**src/rtl/mips_pkg.sv**
```systemverilog
// Shared types and constants for the multiplier write-back path.
// Tag/buffer-entry structs and the fixed multiplier latency.
package mips_pkg;

   localparam int MULT_DATA_W = 32;
   // Issue-to-done distance in cycles (p1, p2, p3, done).
   localparam int MULT_LAT    = 4;

   typedef struct packed {
      logic       valid;
      logic [4:0] rd;
   } mult_tag_t;

   typedef struct packed {
      logic [4:0]             rd;
      logic [MULT_DATA_W-1:0] data;
   } mult_buf_entry_t;

endpackage

```
**src/rtl/mult_cmpl_fifo.sv**
```systemverilog
// Circular FIFO of completed multiply products awaiting the RF write port.
// Ports: i_clk, i_rst, i_push/i_push_rd/i_push_data, i_pop,
//        o_head_rd/o_head_data (oldest entry), o_count, o_vld/o_rd (all entries).
module mult_cmpl_fifo #(
   parameter int DEPTH = 4,
   parameter int WIDTH = 32
) (
   input  logic                  i_clk,
   input  logic                  i_rst,
   input  logic                  i_push,
   input  logic [4:0]            i_push_rd,
   input  logic [WIDTH-1:0]      i_push_data,
   input  logic                  i_pop,
   output logic [4:0]            o_head_rd,
   output logic [WIDTH-1:0]      o_head_data,
   output logic [$clog2(DEPTH+1)-1:0] o_count,
   output logic [DEPTH-1:0]      o_vld,
   output logic [DEPTH-1:0][4:0] o_rd
);

   localparam int PW = (DEPTH > 1) ? $clog2(DEPTH) : 1;
   localparam int CW = $clog2(DEPTH+1);

   logic [PW-1:0]           r_wr_ptr;
   logic [PW-1:0]           r_rd_ptr;
   logic [CW-1:0]           r_count;
   logic [DEPTH-1:0]        r_vld;
   logic [DEPTH-1:0][4:0]   r_rd;
   logic [WIDTH-1:0]        r_data [DEPTH];
   logic                    w_push;
   logic                    w_pop;

   // Explicit wrap so non-power-of-two depths stay modulo DEPTH.
   function automatic logic [PW-1:0] f_inc(input logic [PW-1:0] p);
      return (p == PW'(DEPTH-1)) ? '0 : p + 1'b1;
   endfunction

   assign w_push = i_push && (r_count != CW'(DEPTH));
   assign w_pop  = i_pop  && (r_count != '0);

   always_ff @(posedge i_clk or posedge i_rst) begin
      if (i_rst) begin
         r_wr_ptr <= '0;
         r_rd_ptr <= '0;
         r_count  <= '0;
         r_vld    <= '0;
         r_rd     <= '0;
      end else begin
         if (w_pop) begin
            r_vld[r_rd_ptr] <= 1'b0;
            r_rd_ptr        <= f_inc(r_rd_ptr);
         end
         if (w_push) begin
            r_vld[r_wr_ptr] <= 1'b1;
            r_rd[r_wr_ptr]  <= i_push_rd;
            r_wr_ptr        <= f_inc(r_wr_ptr);
         end
         case ({w_push, w_pop})
            2'b10:   r_count <= r_count + 1'b1;
            2'b01:   r_count <= r_count - 1'b1;
            default: r_count <= r_count;
         endcase
      end
   end

   // Payload needs no reset; r_vld qualifies it.
   always_ff @(posedge i_clk) begin
      if (w_push) r_data[r_wr_ptr] <= i_push_data;
   end

   assign o_head_rd   = r_rd[r_rd_ptr];
   assign o_head_data = r_data[r_rd_ptr];
   assign o_count     = r_count;
   assign o_vld       = r_vld;
   assign o_rd        = r_rd;

endmodule

```
**src/rtl/mult_wb_scheduler.sv**
```systemverilog
// Multiplier tag pipeline plus RF write-port arbitration between WB and products.
// Ports: issue/result from EX, WB write request, ID sources in; stage tags,
//        RF write port, issue stall, buffer hazard and busy out.
module mult_wb_scheduler
   import mips_pkg::*;
#(
   parameter int DATA_W    = 32,
   parameter int BUF_DEPTH = 4
) (
   input  logic              i_clk,
   input  logic              i_rst,
   input  logic              i_issue_valid,
   input  logic [4:0]        i_issue_rd,
   input  logic [DATA_W-1:0] i_mult_result,
   input  logic              i_wb_reg_write,
   input  logic [4:0]        i_wb_rd,
   input  logic [DATA_W-1:0] i_wb_data,
   input  logic [4:0]        i_id_rs,
   input  logic [4:0]        i_id_rt,
   output logic [4:0]        o_p1_rd,
   output logic [4:0]        o_p2_rd,
   output logic [4:0]        o_p3_rd,
   output logic              o_mult_ready,
   output logic [4:0]        o_mult_rd,
   output logic              o_rf_we,
   output logic [4:0]        o_rf_waddr,
   output logic [DATA_W-1:0] o_rf_wdata,
   output logic              o_issue_stall,
   output logic              o_buf_hazard,
   output logic              o_busy
);

   localparam int CW = $clog2(BUF_DEPTH+1);

   // Index 0..MULT_LAT-1 = p1, p2, p3, done.
   mult_tag_t                r_tag [MULT_LAT];
   mult_tag_t                w_done;
   logic                     w_accept;
   logic                     w_wb_claim;
   logic                     w_buf_ne;
   logic                     w_push;
   logic                     w_pop;
   logic [7:0]               w_n;
   logic [4:0]               w_head_rd;
   logic [DATA_W-1:0]        w_head_data;
   logic [CW-1:0]            w_count;
   logic [BUF_DEPTH-1:0]     w_vld;
   logic [BUF_DEPTH-1:0][4:0] w_rd;

   assign w_done   = r_tag[MULT_LAT-1];
   assign w_accept = i_issue_valid && !o_issue_stall && (i_issue_rd != 5'd0);

   always_ff @(posedge i_clk or posedge i_rst) begin
      if (i_rst) begin
         for (int i = 0; i < MULT_LAT; i++) r_tag[i] <= '0;
      end else begin
         r_tag[0] <= '{valid: w_accept, rd: w_accept ? i_issue_rd : 5'd0};
         for (int i = 1; i < MULT_LAT; i++) r_tag[i] <= r_tag[i-1];
      end
   end

   // Outstanding = in-flight tags + buffered products.
   always_comb begin
      w_n = 8'(w_count);
      for (int i = 0; i < MULT_LAT; i++) w_n = w_n + 8'(r_tag[i].valid);
   end

   assign o_issue_stall = (w_n >= 8'(BUF_DEPTH));
   assign o_busy        = (w_n != 8'd0);
   assign o_p1_rd       = r_tag[0].valid ? r_tag[0].rd : 5'd0;
   assign o_p2_rd       = r_tag[1].valid ? r_tag[1].rd : 5'd0;
   assign o_p3_rd       = r_tag[2].valid ? r_tag[2].rd : 5'd0;

   // Gated by reset so the write port is quiet while state is being cleared.
   assign w_wb_claim = i_wb_reg_write && (i_wb_rd != 5'd0) && !i_rst;
   assign w_buf_ne   = (w_count != '0);

   always_comb begin
      o_rf_we      = 1'b0;
      o_rf_waddr   = 5'd0;
      o_rf_wdata   = '0;
      o_mult_ready = 1'b0;
      o_mult_rd    = 5'd0;
      w_pop        = 1'b0;
      if (w_wb_claim) begin
         o_rf_we    = 1'b1;
         o_rf_waddr = i_wb_rd;
         o_rf_wdata = i_wb_data;
      end else if (w_buf_ne) begin
         o_rf_we      = 1'b1;
         o_rf_waddr   = w_head_rd;
         o_rf_wdata   = w_head_data;
         o_mult_ready = 1'b1;
         o_mult_rd    = w_head_rd;
         w_pop        = 1'b1;
      end else if (w_done.valid) begin
         o_rf_we      = 1'b1;
         o_rf_waddr   = w_done.rd;
         o_rf_wdata   = i_mult_result;
         o_mult_ready = 1'b1;
         o_mult_rd    = w_done.rd;
      end
   end

   // A done product queues behind older buffered ones to keep issue order.
   assign w_push = w_done.valid && (w_wb_claim || w_buf_ne);

   always_comb begin
      o_buf_hazard = 1'b0;
      for (int i = 0; i < BUF_DEPTH; i++) begin
         if (w_vld[i] && (((w_rd[i] == i_id_rs) && (i_id_rs != 5'd0)) ||
                          ((w_rd[i] == i_id_rt) && (i_id_rt != 5'd0))))
            o_buf_hazard = 1'b1;
      end
   end

   mult_cmpl_fifo #(
      .DEPTH (BUF_DEPTH),
      .WIDTH (DATA_W)
   ) u_fifo (
      .i_clk       (i_clk),
      .i_rst       (i_rst),
      .i_push      (w_push),
      .i_push_rd   (w_done.rd),
      .i_push_data (i_mult_result),
      .i_pop       (w_pop),
      .o_head_rd   (w_head_rd),
      .o_head_data (w_head_data),
      .o_count     (w_count),
      .o_vld       (w_vld),
      .o_rd        (w_rd)
   );

endmodule

```
**config.mk**
```make
export PLATFORM = sky130hd
export DESIGN_NAME = mult_wb_scheduler
export DESIGN_NICKNAME = d
export VERILOG_FILES = /design/src/rtl/mips_pkg.sv /design/src/rtl/mult_cmpl_fifo.sv /design/src/rtl/mult_wb_scheduler.sv
export SDC_FILE = /design/constraint.sdc
export NUM_CORES = 1
export LEC_CHECK = 0
export CORE_MARGIN = 2
export CORE_UTILIZATION = 48
export DETAILED_ROUTE_END_ITERATION = 12
export PLACE_DENSITY = 0.78
export SETUP_SLACK_MARGIN = 0.05
export SKIP_LAST_GASP = 1
export SLEW_MARGIN = 5
export SYNTH_ARGS = -nofsm -noshare
export SYNTH_HDL_FRONTEND = slang
export SYNTH_SLANG_ARGS = --single-unit
```
**constraint.sdc**
```tcl
create_clock -name i_clk -period 3 [get_ports i_clk]
set_clock_uncertainty 0.05 [all_clocks]
set_input_delay 0.75 -clock i_clk [delete_from_list [all_inputs] [get_ports i_clk]]
set_output_delay 0.75 -clock i_clk [all_outputs]
set_load 0.01 [all_outputs]
```
==> summary.md <==
| Metric | Value |
|---|---|
| Post-synth top area cell | edfxtp_1 |
| Vias | a little over 6000 |
| Yosys top cell area share | 45.7% |
| H-tree depth | 4 |
| CTS Root Cell | clkbuf_16 |
| DP HPWL | 13600 um |
| Synthesized cell area | 8400 um2 |
| ANT cells | 0 |
| CP max FO | 2 |
| WL met3 | about 1400 um |
| Total clock sinks | around 180 |
| Worst hold slack | roughly 320 ps |
| Num ports | 150 |
| Worst-Margin Slew | 605 ps |
| Post-synth EDFFs | approximately 130 |
| Vias in the first global route | around 6300 |
| Crit path capture type | output pin |
| Slew HR | ~60% |
| Core Area | ~17000 um2 |
| Die span in y | between 100 and 150 um |
| Max frequency | 283 MHz |
| # rows | between 40 and 50 |
| Skew-Pair Late Insertion Delay | roughly 430 ps |
| Routed Antenna Nets | 0 |
| GPL Wtd Cong | just over 0.8 |
| Critical path buffers and inverters | 1 |
| Power per cell area | just over 800 nW/um2 |
| Final setup fails | between 40 and 50 |
| Area Overhead vs Synth | 45.5% |
| Register area | about 5200 um2 |
| Final Util | ~70% |
| Chip width | about 140 um |
| First-pass GRT wire length | between 30000 and 40000 um |
| Cells after synthesis | between 500 and 600 |
| CP Data Arrival Time | approximately 2700 ps |
| WL final | about 23000 um |
| Fin. Hold Viols | 0 |
| Syn_area_per_cell | approximately 14 um2 |
| Multi-input gate area | 3440 um2 |
| CP peak stage delay | ~500 ps |
| Metal1 wirelength | between 9000 and 10000 um |
| Worst path cell trace | fa_1 -> fa_2 -> fa_2 -> o21a_1 -> or3_4 -> buf_2 |
| DR iter-0 viols | 376 |
| Largest net degree at the start of global routing | 40 |
| Share of layout cells above drive strength 1 | between 40% and 50% |
| DIE AREA | approximately 19000 um2 |
| Status | finished, violations left |
| Vias per inst | 5.62 |
| FF+latch count, synth | roughly 180 |
| Async S/R FF share, synth | about 30% |
| CTS Buf Count | 17 |
| Final Max Slew Viols | 0 |
| Top layer in use | met4 |
| Metal2 WL | about 12000 um |
| Final Cycle Share | 118% |
| Setup WS post-layout | -530 ps |
| Worst hold path type | reg2reg |
| CTS max path bufs | 2 |
| Peak VDD IR | roughly 0.00056 V |
| Final net count | 938 |
| DR pass1 iterations | 5 |
| Synth Net Count | a little under 700 |
| Max cap viols | 0 |
| Worst slack at placement | -842 ps |
| Yosys Warn Count | 0 |
| RSZ-0062 raised after global routing | true |
| CP required | 2200 ps |
| Crit-path leading delay family | adder cells |
| I/O Buffers | about 150 |
| Seq/Total Area, Yosys | about 62% |
| Initial core utilization | 48.9% |
| Kind of critical path | reg2out |
| Residual overflow from global routing | 0 |
| Remaining DRCs | 0 |
| Primary FF master, synth | edfxtp_1 |
| Slowest stage cell, crit path | fa_1 |
| GRT Total Usage | 24.7% |
| Synth top area cells | edfxtp_1, dfrtp_1, mux4_2 |
| Startpoint type of the worst setup path | flip-flop |
| Clk pin slew, worst setup/hold paths | 60 ps |
| Setup TNS | -7740 ps |
| CTS tree | built |
| Unique masters post-synth | 34 |
| Most used cell, CP | fa_2 |
| Hold-fix buffers at CTS | 0 |
| P_leak | roughly 4.8 nW |
| WL per Instance | about 22 um |
| Antenna violations before repair | 0 |
| Minimum clock period | ~3500 ps |
| Failing checks | setup timing |
| Fillers | between 1000 and 1500 |
==> synth_stat cells (4+ instances only) <==
library cell,count
clkbuf_1,28
buf_6,4
and2_1,24
xnor2_1,26
inv_1,10
buf_2,9
o21ai_0,8
edfxtp_1,128
ha_1,10
nor4_1,8
mux4_2,37
mux2_4,20
nand3_1,43
nand2_1,44
a21oi_1,9
dfrtp_1,55
nor2_1,46
xor2_1,17
a21o_1,6
fa_1,4
a31oi_1,32
==> where the power goes <==
| part | leakage [nW] | internal (mW) | total, mW | switching [mW] |
|---|---|---|---|---|
| Clock | 0.266 | 1.19 | 2.10 | 0.910 |
| Combinational | 2.61 | 2.24 | 4.32 | 2.08 |
| Sequential | 1.89 | 3.20 | 3.58 | 0.384 |
| Total | 4.76 | 6.62 | 10.0 | 3.37 |
==> metal layers <==
metal | vias to the layer above | global-route usage (%)
met5 | - | 0
met1 | 3078 | 30.1
li1 | 2678 | -
met2 | 242 | 43.7
met3 | 41 | 5.37
met4 | 0 | 8.22
==> worst register-to-register path, cell delays in order, from the launching register on <==
cell     delay [ps]
dfrtp_1         400
fa_1            500
fa_2            370
fa_2            350
o21a_1          200
buf_4           140
buf_6           110
nor2b_1         310
o21a_1          200
==> sequential cells by signal, summed over array words and instances (netlist names) <==
name             flops
u_fifo.r_rd_ptr      2
u_fifo.r_wr_ptr      2
u_fifo.o_count       3
r_tag               24
u_fifo.r_data      128
u_fifo.o_rd         20
u_fifo.o_vld         4
==> metrics by stage <==
| stage | total power, mW | area [um2] | instances |
|---|---|---|---|
| floorplan | 5.77 | 8410 | 588 |
| global placement | 7.37 | 10800 | 1005 |
| detailed placement | 7.54 | 10800 | 1005 |
| CTS | 9.60 | 11800 | 1068 |
| global route | 10.5 | 12200 | 1074 |
| finish | 10.0 | 12200 | 1074 |
==> path summary, 6_finish.rpt <==
kind,to,depth (start not counted),slack (ps),start
max reg2reg,r_tag[23]$_DFF_PP0_,8,310,r_tag[11]$_DFF_PP0_
min in group asynchronous,u_fifo.o_count[2]$_DFFE_PP0P_,3,550,i_rst
min,r_tag[14]$_DFF_PP0_,0,320,r_tag[20]$_DFF_PP0_
max,o_busy,6,-530,r_tag[11]$_DFF_PP0_
min reg2reg,r_tag[14]$_DFF_PP0_,0,320,r_tag[20]$_DFF_PP0_
max in group asynchronous,u_fifo.o_rd[18]$_DFFE_PP0P_,4,1780,i_rst
==> kinds of logic (layout without fill, tap and decap cells) <==
group / Yosys count / after routing / synth area share [%]
AO/OA/AOI/OAI: 61 / 61 / 4.54
XOR/XNOR: 43 / 43 / 4.48
adder cells (fa/ha/maj): 14 / 14 / 2.44
buffers and inverters: 51 / 312 / 2.77
flip-flops: 183 / 183 / 62.1
multiplexers: 58 / 58 / 13.6
AND/OR/NAND/NOR: 178 / 178 / 10.0
==> placed cells by master, fill, tap and decap left out, types with 5 or more instances in the layout <==
master and count:
xnor2_1 25, mux2_4 20, mux4_2 37, ha_1 9, a31oi_4 10, inv_1 9, buf_2 32, clkbuf_2 7
edfxtp_1 128, nand3_1 42, and2_1 20, a21o_1 6, nor2_4 15, buf_6 36, a31oi_1 22, buf_12 19
buf_8 5, nor2_1 14, clkbuf_16 17, buf_4 72, dfrtp_1 53, a21oi_1 5, nor4_2 6, xor2_1 17
nand2_1 42, nor2_2 18, clkdlybuf4s50_1 86, buf_16 6, clkbuf_1 5
==> area by class of cell <==
cell class / count / share of cell area (%)
Clock buffer: 24 / 3.86
Clock inverter: 8 / 0.634
Inverter: 10 / 0.307
Multi-Input combinational cell: 354 / 28.2
Sequential cell: 183 / 42.7
Tap cell: 225 / 2.30
Timing Repair Buffer: 270 / 22.0
==> what timing repair did <==
item	CTS	global route
setup endpoints to repair	49	48
gates cloned	6	0
pin swaps	22	27
setup buffers	28	12
resized for setup	298	84
(Power assumes the default switching activity.)
